[src/rtl/wave_generator.sv]
// Sample-rate waveform engine: phase accumulator plus saw/square/triangle/parabolic-sine
// shaping, delivering one DAC command word per sample period with a one-cycle send strobe.
module wave_generator #(
    parameter int unsigned SAMPLE_INTERVAL = 2015,
    parameter logic [7:0]  DAC_CMD         = 8'b00110001
) (
    input  logic        clock_in,
    input  logic        rstn,
    input  logic [15:0] freq_in,
    input  logic        freq_valid,
    input  logic [1:0]  wave_sel,
    output logic [23:0] dac_data,
    output logic        send,
    output logic        busy,
    output logic        overrun
);

    localparam int TIMER_W = $clog2(SAMPLE_INTERVAL + 1);
    localparam logic [TIMER_W-1:0] TIMER_LAST = TIMER_W'(SAMPLE_INTERVAL);

    // state | meaning
    // IDLE  | waiting for the sample tick
    // SHAPE | direct waves computed, or sine multiplier loaded
    // MUL   | one shift-add step per cycle, 15 steps
    // FOLD  | product folded around mid-scale into the sine sample
    // OUT   | DAC word registered with send strobe
    typedef enum logic [2:0] {
        ST_IDLE,
        ST_SHAPE,
        ST_MUL,
        ST_FOLD,
        ST_OUT
    } state_t;

    state_t              state_q,    state_d;
    logic [TIMER_W-1:0]  timer_q,    timer_d;
    logic [23:0]         phase_q,    phase_d;
    logic [15:0]         freq_reg_q, freq_reg_d;
    logic [15:0]         p_q,        p_d;
    logic [1:0]          wave_q,     wave_d;
    logic [29:0]         mcand_q,    mcand_d;
    logic [14:0]         mplier_q,   mplier_d;
    logic [29:0]         prod_q,     prod_d;
    logic [3:0]          cnt_q,      cnt_d;
    logic [15:0]         sample_q,   sample_d;
    logic [23:0]         dac_data_q, dac_data_d;
    logic                send_q,     send_d;
    logic                overrun_q,  overrun_d;

    logic                tick;
    logic [15:0]         tri_val;
    logic [15:0]         fold_m;

    assign tick    = (timer_q == TIMER_LAST);
    assign tri_val = {p_q[14:0], 1'b0};
    assign fold_m  = prod_q[28:13];

    always_comb begin
        state_d    = state_q;
        timer_d    = tick ? '0 : timer_q + TIMER_W'(1);
        phase_d    = phase_q;
        freq_reg_d = freq_valid ? freq_in : freq_reg_q;
        p_d        = p_q;
        wave_d     = wave_q;
        mcand_d    = mcand_q;
        mplier_d   = mplier_q;
        prod_d     = prod_q;
        cnt_d      = cnt_q;
        sample_d   = sample_q;
        dac_data_d = dac_data_q;
        send_d     = 1'b0;
        overrun_d  = overrun_q;

        unique case (state_q)
            ST_IDLE: begin
                if (tick) begin
                    p_d     = phase_q[23:8];
                    wave_d  = wave_sel;
                    phase_d = phase_q + {8'b0, freq_reg_q};
                    state_d = ST_SHAPE;
                end
            end
            ST_SHAPE: begin
                state_d = ST_OUT;
                unique case (wave_q)
                    2'd0: sample_d = p_q;
                    2'd1: sample_d = {16{p_q[15]}};
                    2'd2: sample_d = p_q[15] ? ~tri_val : tri_val;
                    default: begin
                        mcand_d  = {15'b0, p_q[14:0]};
                        mplier_d = ~p_q[14:0];
                        prod_d   = '0;
                        cnt_d    = '0;
                        state_d  = ST_MUL;
                    end
                endcase
            end
            ST_MUL: begin
                if (mplier_q[0]) begin
                    prod_d = prod_q + mcand_q;
                end
                mcand_d  = {mcand_q[28:0], 1'b0};
                mplier_d = {1'b0, mplier_q[14:1]};
                cnt_d    = cnt_q + 4'd1;
                if (cnt_q == 4'd14) begin
                    state_d = ST_FOLD;
                end
            end
            ST_FOLD: begin
                sample_d = p_q[15] ? (16'h8000 - fold_m) : (16'h8000 + fold_m);
                state_d  = ST_OUT;
            end
            ST_OUT: begin
                dac_data_d = {DAC_CMD, sample_q};
                send_d     = 1'b1;
                state_d    = ST_IDLE;
            end
            default: state_d = ST_IDLE;
        endcase

        // A tick that finds the engine busy is dropped; the phase stays put.
        if (tick && (state_q != ST_IDLE)) begin
            overrun_d = 1'b1;
        end
    end

    always_ff @(posedge clock_in or negedge rstn) begin
        if (!rstn) begin
            state_q    <= ST_IDLE;
            timer_q    <= '0;
            phase_q    <= '0;
            freq_reg_q <= '0;
            p_q        <= '0;
            wave_q     <= '0;
            mcand_q    <= '0;
            mplier_q   <= '0;
            prod_q     <= '0;
            cnt_q      <= '0;
            sample_q   <= '0;
            dac_data_q <= '0;
            send_q     <= 1'b0;
            overrun_q  <= 1'b0;
        end else begin
            state_q    <= state_d;
            timer_q    <= timer_d;
            phase_q    <= phase_d;
            freq_reg_q <= freq_reg_d;
            p_q        <= p_d;
            wave_q     <= wave_d;
            mcand_q    <= mcand_d;
            mplier_q   <= mplier_d;
            prod_q     <= prod_d;
            cnt_q      <= cnt_d;
            sample_q   <= sample_d;
            dac_data_q <= dac_data_d;
            send_q     <= send_d;
            overrun_q  <= overrun_d;
        end
    end

    assign dac_data = dac_data_q;
    assign send     = send_q;
    assign busy     = (state_q != ST_IDLE);
    assign overrun  = overrun_q;

endmodule
[config.mk]
export PLATFORM = sky130hd
export DESIGN_NAME = wave_generator
export DESIGN_NICKNAME = d
export VERILOG_FILES = /design/src/rtl/wave_generator.sv
export SDC_FILE = /design/constraint.sdc
export NUM_CORES = 1
export LEC_CHECK = 0
export ABC_AREA = 1
export CORE_ASPECT_RATIO = 1.2
export CORE_MARGIN = 3
export CORE_UTILIZATION = 30
export DETAILED_ROUTE_END_ITERATION = 6
export PLACE_DENSITY = 0.57
export REMOVE_ABC_BUFFERS = 1
export SLEW_MARGIN = 10
export SYNTH_ARGS = -nofsm -noshare
export SYNTH_HDL_FRONTEND = slang
export SYNTH_SLANG_ARGS = --single-unit
[constraint.sdc]
create_clock -name clock_in -period 1.7 [get_ports clock_in]
set_input_delay 0.34 -clock clock_in [delete_from_list [all_inputs] [get_ports clock_in]]
set_output_delay 0.34 -clock clock_in [all_outputs]
set_load 0.02 [all_outputs]
==> results of run 1 <==
-- sequential cells by signal, summed over array words and instances, names as in the netlist --
| signal | flops |
|---|---|
| timer_q | 11 |
| cnt_q | 4 |
| phase_q | 24 |
| overrun | 1 |
| dac_data | 17 |
| wave_q | 2 |
| freq_reg_q | 16 |
| prod_q | 29 |
| sample_q | 16 |
| mcand_q | 29 |
| mplier_q | 15 |
| state_q | 3 |
| p_q | 16 |
| send | 1 |
-- how the worst max path moves through the flow --
stage                                     from                      end  slack (ns)  cells past startpoint
floorplan                wave_q[0]$_DFFE_PN0P_  mplier_q[3]$_DFFE_PN0P_       -0.71                      7
global placement         wave_q[0]$_DFFE_PN0P_  sample_q[1]$_DFFE_PN0P_       -0.33                      8
detailed placement       wave_q[0]$_DFFE_PN0P_  sample_q[1]$_DFFE_PN0P_       -0.33                      8
CTS                     state_q[0]$_DFFE_PN0P_                     busy       -0.16                      5
global route             prod_q[0]$_DFFE_PN0P_   prod_q[24]$_DFFE_PN0P_       -0.23                     13
finish              freq_reg_q[15]$_DFFE_PN0P_  phase_q[16]$_DFFE_PN0P_       -0.14                      9
-- area by class of cell --
class | instances | area, µm²
repair inverters | 4 | 22.5
clock inverters | 15 | 195
flip-flops and latches | 184 | 4610
repair buffers | 267 | 2450
fillers | 3450 | 19700
multi-input cells | 1059 | 7440
inverters | 238 | 921
well taps | 468 | 586
clock buffers | 17 | 425
-- critical path, cell delays in order, from the launching register on --
cell and delay, ns:
dfrtp_1 0.44, ha_4 0.30, buf_4 0.11, nand2_1 0.09
buf_4 0.15, nor2_1 0.20, a21oi_1 0.13, nand2_2 0.12
nand2_2 0.05, xor2_1 0.13
-- cell usage in the layout (no fill, tap or decap), drive strengths merged, types with 11 or more instances in the layout --
cell type and n:
clkinv 11, o21ai 90, a221oi 11, nor2 124, ha 52, dlygate4sd2 21
nand4 13, a21oi 74, xnor2 14, nor3 20, mux2 16, nand3 93
o22ai 23, buf 221, inv 241, nand2 463, dfrtp 184, clkbuf 22
clkdlybuf4s50 19
-- per-stage QoR --
step | power [mW] | setup slack, ns
after floorplan | 4.68 | -0.714
after global placement | 4.97 | -0.332
after detailed placement | 4.97 | -0.334
after CTS | 9.21 | -0.162
after global routing | 9.53 | -0.229
final | 9.20 | -0.141
-- repair_timing --
action,CTS,global route
setup endpoints to repair,104,110
resized for setup,259,288
endpoints found under the hold margin,34,0
hold buffers,1,0
setup buffers,16,36
pin swaps,54,117
gates cloned,1,7
-- cell families after synthesis --
group           count (synthesis)  synth area share, %
flops                         184                 41.2
xor+xnor                       18                 1.41
other cells                     1               0.0335
simple gates                  725                 26.9
fa+ha+maj                      54                 6.17
compound gates                241                 12.6
mux                            16                 1.61
buf+inv                       285                 10.1
-- per-layer routing --
layer	routed length (µm)	vias to the layer above	GRT usage, %	share of wire (%)
li1	-	5413	-	-
met1	14500	5327	19.5	41
met2	18600	205	31.4	53
met3	989	62	2.35	2.8
met4	930	0	4.95	2.7
met5	0	-	0	0
-- power breakdown --
group          switching [mW]  internal [mW]  leakage (nW)  total [mW]
clock                    2.13           2.02         0.295        4.15
combinational           0.313          0.285          5.37       0.597
sequential             0.0444           4.41          2.50        4.46
total                    2.49           6.72          8.16        9.20
==> impl_results.md, run 1 <==
- Number of global-route vias before repair: around 11000
- Sequential fraction of the synthesis area: between 40% and 50%
- First-pass GRT wire length: 53600 µm
- Post-Syn Area: roughly 11000 µm²
- 1st-iter DRT viols: roughly 700
- Clock slew at reported path FFs: around 0.08 ns
- Pleak: 8.16 nW
- Top-count cell post-synth: nand2_1
- DR WL/cell: around 16 µm
- IO Port Bufs: 42
- Post-route cell area: 16700 µm²
- Worst-Skew Late Latency: roughly 0.45 ns
- Die ar.: 39700 µm²
- Post-synthesis cell count: 1524
- Worst Path Arrival: 2.17 ns
- Largest net degree at the start of global routing: 47
- Dpl cells: roughly 2200
- Nets: 1846
- First-pass iteration count of the detailed router: 5
- Worst vdd ir: roughly 0.72 mV
- Boundary pin count: 48
- CTS tree: yes
- Vias per cell: between 4 and 5
- Fin cells: 2252
- Core area: approximately 36000 µm²
- DRC Markers: 0
- Failing checks: negative setup slack
- Syn avg cell area: 7.34 µm²
- Setup ws final: -0.141 ns
- Post-synthesis register bit count: between 150 and 200
- Num rows: between 70 and 80
- Fin crit share: 108%
- Diodes inserted: 0
- Clock sinks: around 180
- Num CTS Buffers: 17
- Final setup viols: 26
- Final Core Density: a little under half
- Htree depth: 4
- Hold Slack: between 0.3 and 0.4 ns
- Worst-path fanout max: 3
- Root Driver: clkbuf_16
- Endpoint class of the critical path: flop
- Yosys warning count: 0
- WL final: 35000 µm
- CP Data Required Time: approximately 2 ns
- Worst r2r path cells: 9
- Post-synth cell types: 46
- Startpoint types: flop
- Die W: 182 µm
- ANT nets after route: 0
- Max_cap viols: 0
- Top-area cell type share of the netlist area: 41.2%
- Routed vias: ~11000
- Fraction of registers with async set/reset: 100%
- Fin. max-slew vios: 0
- Hold/Removal Path Class: primary input to async pin
- Synth Flop Type: dfrtp_1
- Final hold violation count: 0
- Power Density: 553 nW/µm²
- Post-synth top area cell: dfrtp_1
- Synth-to-layout area growth: 48.8%
- Overall global routing resource usage: between 10% and 20%
- Die height: approximately 220 µm
- EDFF count, synth: 0
- Reg-to-Reg End: phase_q[16]$_DFFE_PN0P_
- RePlAce Congestion: around 0.87
- Skew final: 0.0243 ns
- Synth top area cells: dfrtp_1, nand2_1, inv_1, ha_1, nand3_1
- Commonest cells post-synth: nand2_1, inv_1, dfrtp_1
- Critical path type: flop to flop
- DP Area: 13400 µm²
- Bufs on Longest Clock Path: 2
- Reg2reg setup slack: -0.14 ns
- Setup TNS: -2.06 ns
- Initial core utilization: between 30% and 40%
- RSZ-0062 raised after global routing: true
- F_max: 543 MHz
- Launching point of the worst reg2reg path: freq_reg_q[15]$_DFFE_PN0P_
- Outcome: complete, but fails checks
- GRT overflow: 0
- Layout cells sized above 1: a little under two fifths
- Initial antenna violation count: 0
- HPWL Detailed: ~24000 µm
- Minimum period implied by the final worst setup slack: 1.84 ns
Note: power is estimated with default switching activity, not from simulation.
==> run 2, diff against run 1 <==
CAP_MARGIN = 40   (was default)
==> results of run 2 <==
Same layout as run 1: the final DEF is identical, and so are final timing and power.
==> run 3, diff against run 2 <==
ABC_AREA = default   (was 1)
==> impl_results.md, run 3 <==
- Post-synthesis adder-cell area fraction: 6.73% (+0.56 points)
- RePlAce Congestion: 0.852 (-2.3%)
- Fin. max-slew vios: 0 (unchanged)
- Die height: 209 µm (-4.1%)
- Setup ws final: -0.792 ns (-0.651 ns)
- Post-Place Setup Slack: -1.01 ns (-0.672 ns)
- Startpoint types: flop
- Most common cell after layout, fill and taps aside: buf_4
- Slew headroom: a little under three fifths
- Fin cells: 1850 (-18%)
- Yosys warning count: 0 (unchanged)
- Clock sinks: 184 (unchanged)
- Synth Flop Type: dfrtp_1
- Number of global-route vias before repair: 9144 (-15%)
- F_max: 401 MHz (-26%)
- First-pass iteration count of the detailed router: 5 (unchanged)
- EDFF count, synth: 0 (unchanged)
- ANT nets after route: 0 (unchanged)
- Nets: 1462 (-21%)
- Initial core utilization: 30.7% (-0.11 points)
- Synth Area in Compound Gates: 17.8% (+5.2 points)
- Hold/Removal Path Class: primary input to async pin
- Worst-path fanout max: 3 (unchanged)
- Minimum period implied by the final worst setup slack: 2.49 ns (+0.651 ns)
- Top-count cell post-synth: dfrtp_1
- Layout cells sized above 1: 39.4% (+2.5 points)
- Final hold violation count: 0 (unchanged)
- Die W: 175 µm (-4.1%)
- Commonest cells after routing, fill and taps aside: buf_4, dfrtp_1, nand2_1
- Critical path type: flop to flop
- Layout fillers: 3122 (-9.5%)
- HPWL Detailed: 19700 µm (-19%)
- Fin crit share: 147% (+38 points)
- Total Power: 8.74 mW (-5.0%)
- Routed vias: 9093 (-17%)
- Endpoint class of the critical path: flop
- Post-Syn Area: 10300 µm² (-8.3%)
- Num rows: 73 (-3.9%)
- Mux cell area share after synthesis: 4.11% (+2.5 points)
- Final Core Density: 45.7% (-0.18 points)
- Post-synthesis cell count: 1088 (-29%)
- Core area: 33400 µm² (-8.0%)
- Bufs on Longest Clock Path: 2 (unchanged)
- Initial antenna violation count: 0 (unchanged)
- Post-synth top area cell: dfrtp_1
- RSZ-0062 raised after global routing: true
- Clock slew at reported path FFs: 0.08 ns (about the same)
- Post-synth cell types: 73 (+59%)
- Dpl cells: 1770 (-18%)
- Overall global routing resource usage: 15.4% (-1.3 points)
- Largest net degree at the start of global routing: 46 (-2.1%)
- Die ar.: 36500 µm² (-8.1%)
- Power Density: 573 nW/µm² (+3.6%)
- GRT overflow: 0 (unchanged)
- Fraction of registers with async set/reset: 100% (unchanged)
- Num CTS Buffers: 17 (unchanged)
- Leading registers by flop count: mcand_q (29), prod_q (29), phase_q (24)
- Htree depth: 4 (unchanged)
- Main combinational cell family by area after synthesis: compound AO/OA/AOI/OAI gates
- Failing checks: negative setup slack
- Synth top area cells: dfrtp_1, ha_1, nand2_1, o21ai_0, mux2_2
- Slew @ Worst Pin: about 0.67 ns
- Pleak: 7.37 nW (-9.7%)
- Simple-Gate Fraction of Synth Area: 15.6% (-11 points)
- Worst-Skew Late Latency: 0.44 ns (about the same)
- Reg2reg setup slack: -0.79 ns (-0.65 ns)
- CTS tree: yes
- Final setup viols: 65 (+150%)
- Worst vdd ir: 0.675 mV (-5.8%)
- IO Port Bufs: 42 (unchanged)
- DRC Markers: 0 (unchanged)
- Synth-to-layout area growth: 48.8% (about the same)
- Root Driver: clkbuf_16
- Syn avg cell area: 9.43 µm² (+28%)
- WL final: 28900 µm (-18%)
- Skew final: 0.0193 ns (-0.00494 ns)
- Outcome: complete, but fails checks
- Diodes inserted: 0 (unchanged)
- Max_cap viols: 0 (unchanged)
- 1st-iter DRT viols: 448 (-36%)
- DR WL/cell: 15.6 µm (+0.34%)
- CP Data Required Time: 2.02 ns (about the same)
- First-pass GRT wire length: 45800 µm (-14%)
- Sequential fraction of the synthesis area: 44.9% (+3.7 points)
- Boundary pin count: 48 (unchanged)
- Vias per cell: 4.92 (+0.56%)
- Worst Path Arrival: 2.82 ns (+0.65 ns)
- Commonest cells post-synth: dfrtp_1, nand2_1, o21ai_0
- Synth Area in XOR/XNOR: 6.40% (+5.0 points)
- Top-area cell type share of the netlist area: 44.9% (+3.7 points)
- Post-synthesis register bit count: 184 (unchanged)
## run 3: changes by cell type after synthesis, moves of 17 or more
cell      previous run  this run
o21ai_0             77        96
nand2_1            461       169
buf_2               19         0
o22ai_1             23         1
xnor2_1             14        36
clkbuf_1            19        43
nand3_1             93        24
inv_1              227        25
xor2_1               4        39
nor2_1             117        90
mux2_2              16        33
## run 3: routing by layer
layer / vias to the layer above / part of all wire, % / track usage, %
met5: - / 0 / 0
met1: 4462 / 42 / 18.5
met2: 161 / 52 / 27.4
met4: 0 / 2.9 / 5.84
li1: 4419 / - / -
met3: 51 / 2.8 / 2.40
## run 3: final timing paths
check,to,depth (start not counted),from
min,mcand_q[21]$_DFFE_PN0P_,2,rstn
max,phase_q[20]$_DFFE_PN0P_,10,phase_q[0]$_DFFE_PN0P_
min in group clock_in,overrun$_DFFE_PN0P_,1,overrun$_DFFE_PN0P_
max in group asynchronous,phase_q[17]$_DFFE_PN0P_,3,rstn
max reg2reg,phase_q[20]$_DFFE_PN0P_,10,phase_q[0]$_DFFE_PN0P_
min reg2reg,overrun$_DFFE_PN0P_,1,overrun$_DFFE_PN0P_
## run 3: cell type report
class	count	area (µm²)	share of cell area (%)
Clock buffer	18	439	2.88
Tap cell	450	563	3.69
Timing Repair Buffer	339	3040	19.9
Clock inverter	14	134	0.877
Multi-Input combinational cell	819	6380	41.8
Inverter	26	104	0.680
Sequential cell	184	4600	30.2
## run 3: logic make-up after synthesis
family / count (synthesis)
and+or+nand+nor: 365
AOI/OAI and AO/OA: 281
DFF: 184
muxes: 38
adders and majority gates: 54
xor gates and xnor gates: 75
other: 1
buffers and inverters: 90
## run 3: repair_timing
item                                   CTS  global route
endpoints found under the hold margin   38             0
gates resized for setup                244           119
hold buffers                             1             0
buffers inserted                        24            29
setup endpoints to repair              132           120
gates cloned                             0             4
pin swaps                              101           100
## run 3: stage by stage
stage               hold slack (ns)  cell area [µm²]  TNS (ns)
finish                        0.397            15300    -27.22
floorplan                    0.0444             9920    -78.88
global placement              0.318            13000    -35.11
global route                  0.441            15300    -34.10
CTS                           0.413            14600    -24.16
detailed placement            0.320            13000    -37.26
## run 3: where the power goes
part / leakage [nW] / switching (mW) / internal, mW
sequential: 2.51 / 0.0277 / 4.41
clock: 0.284 / 1.90 / 1.98
combinational: 4.57 / 0.217 / 0.205
## run 3: critical path, stage by stage (launching register included)
cell	delay, ns
dfrtp_1	0.38
ha_2	0.20
fa_2	0.37
a21oi_4	0.18
o21ai_2	0.07
o311a_1	0.34
o2111a_2	0.29
nor3_4	0.20
nand2b_4	0.17
nor2_2	0.04
xor2_1	0.13
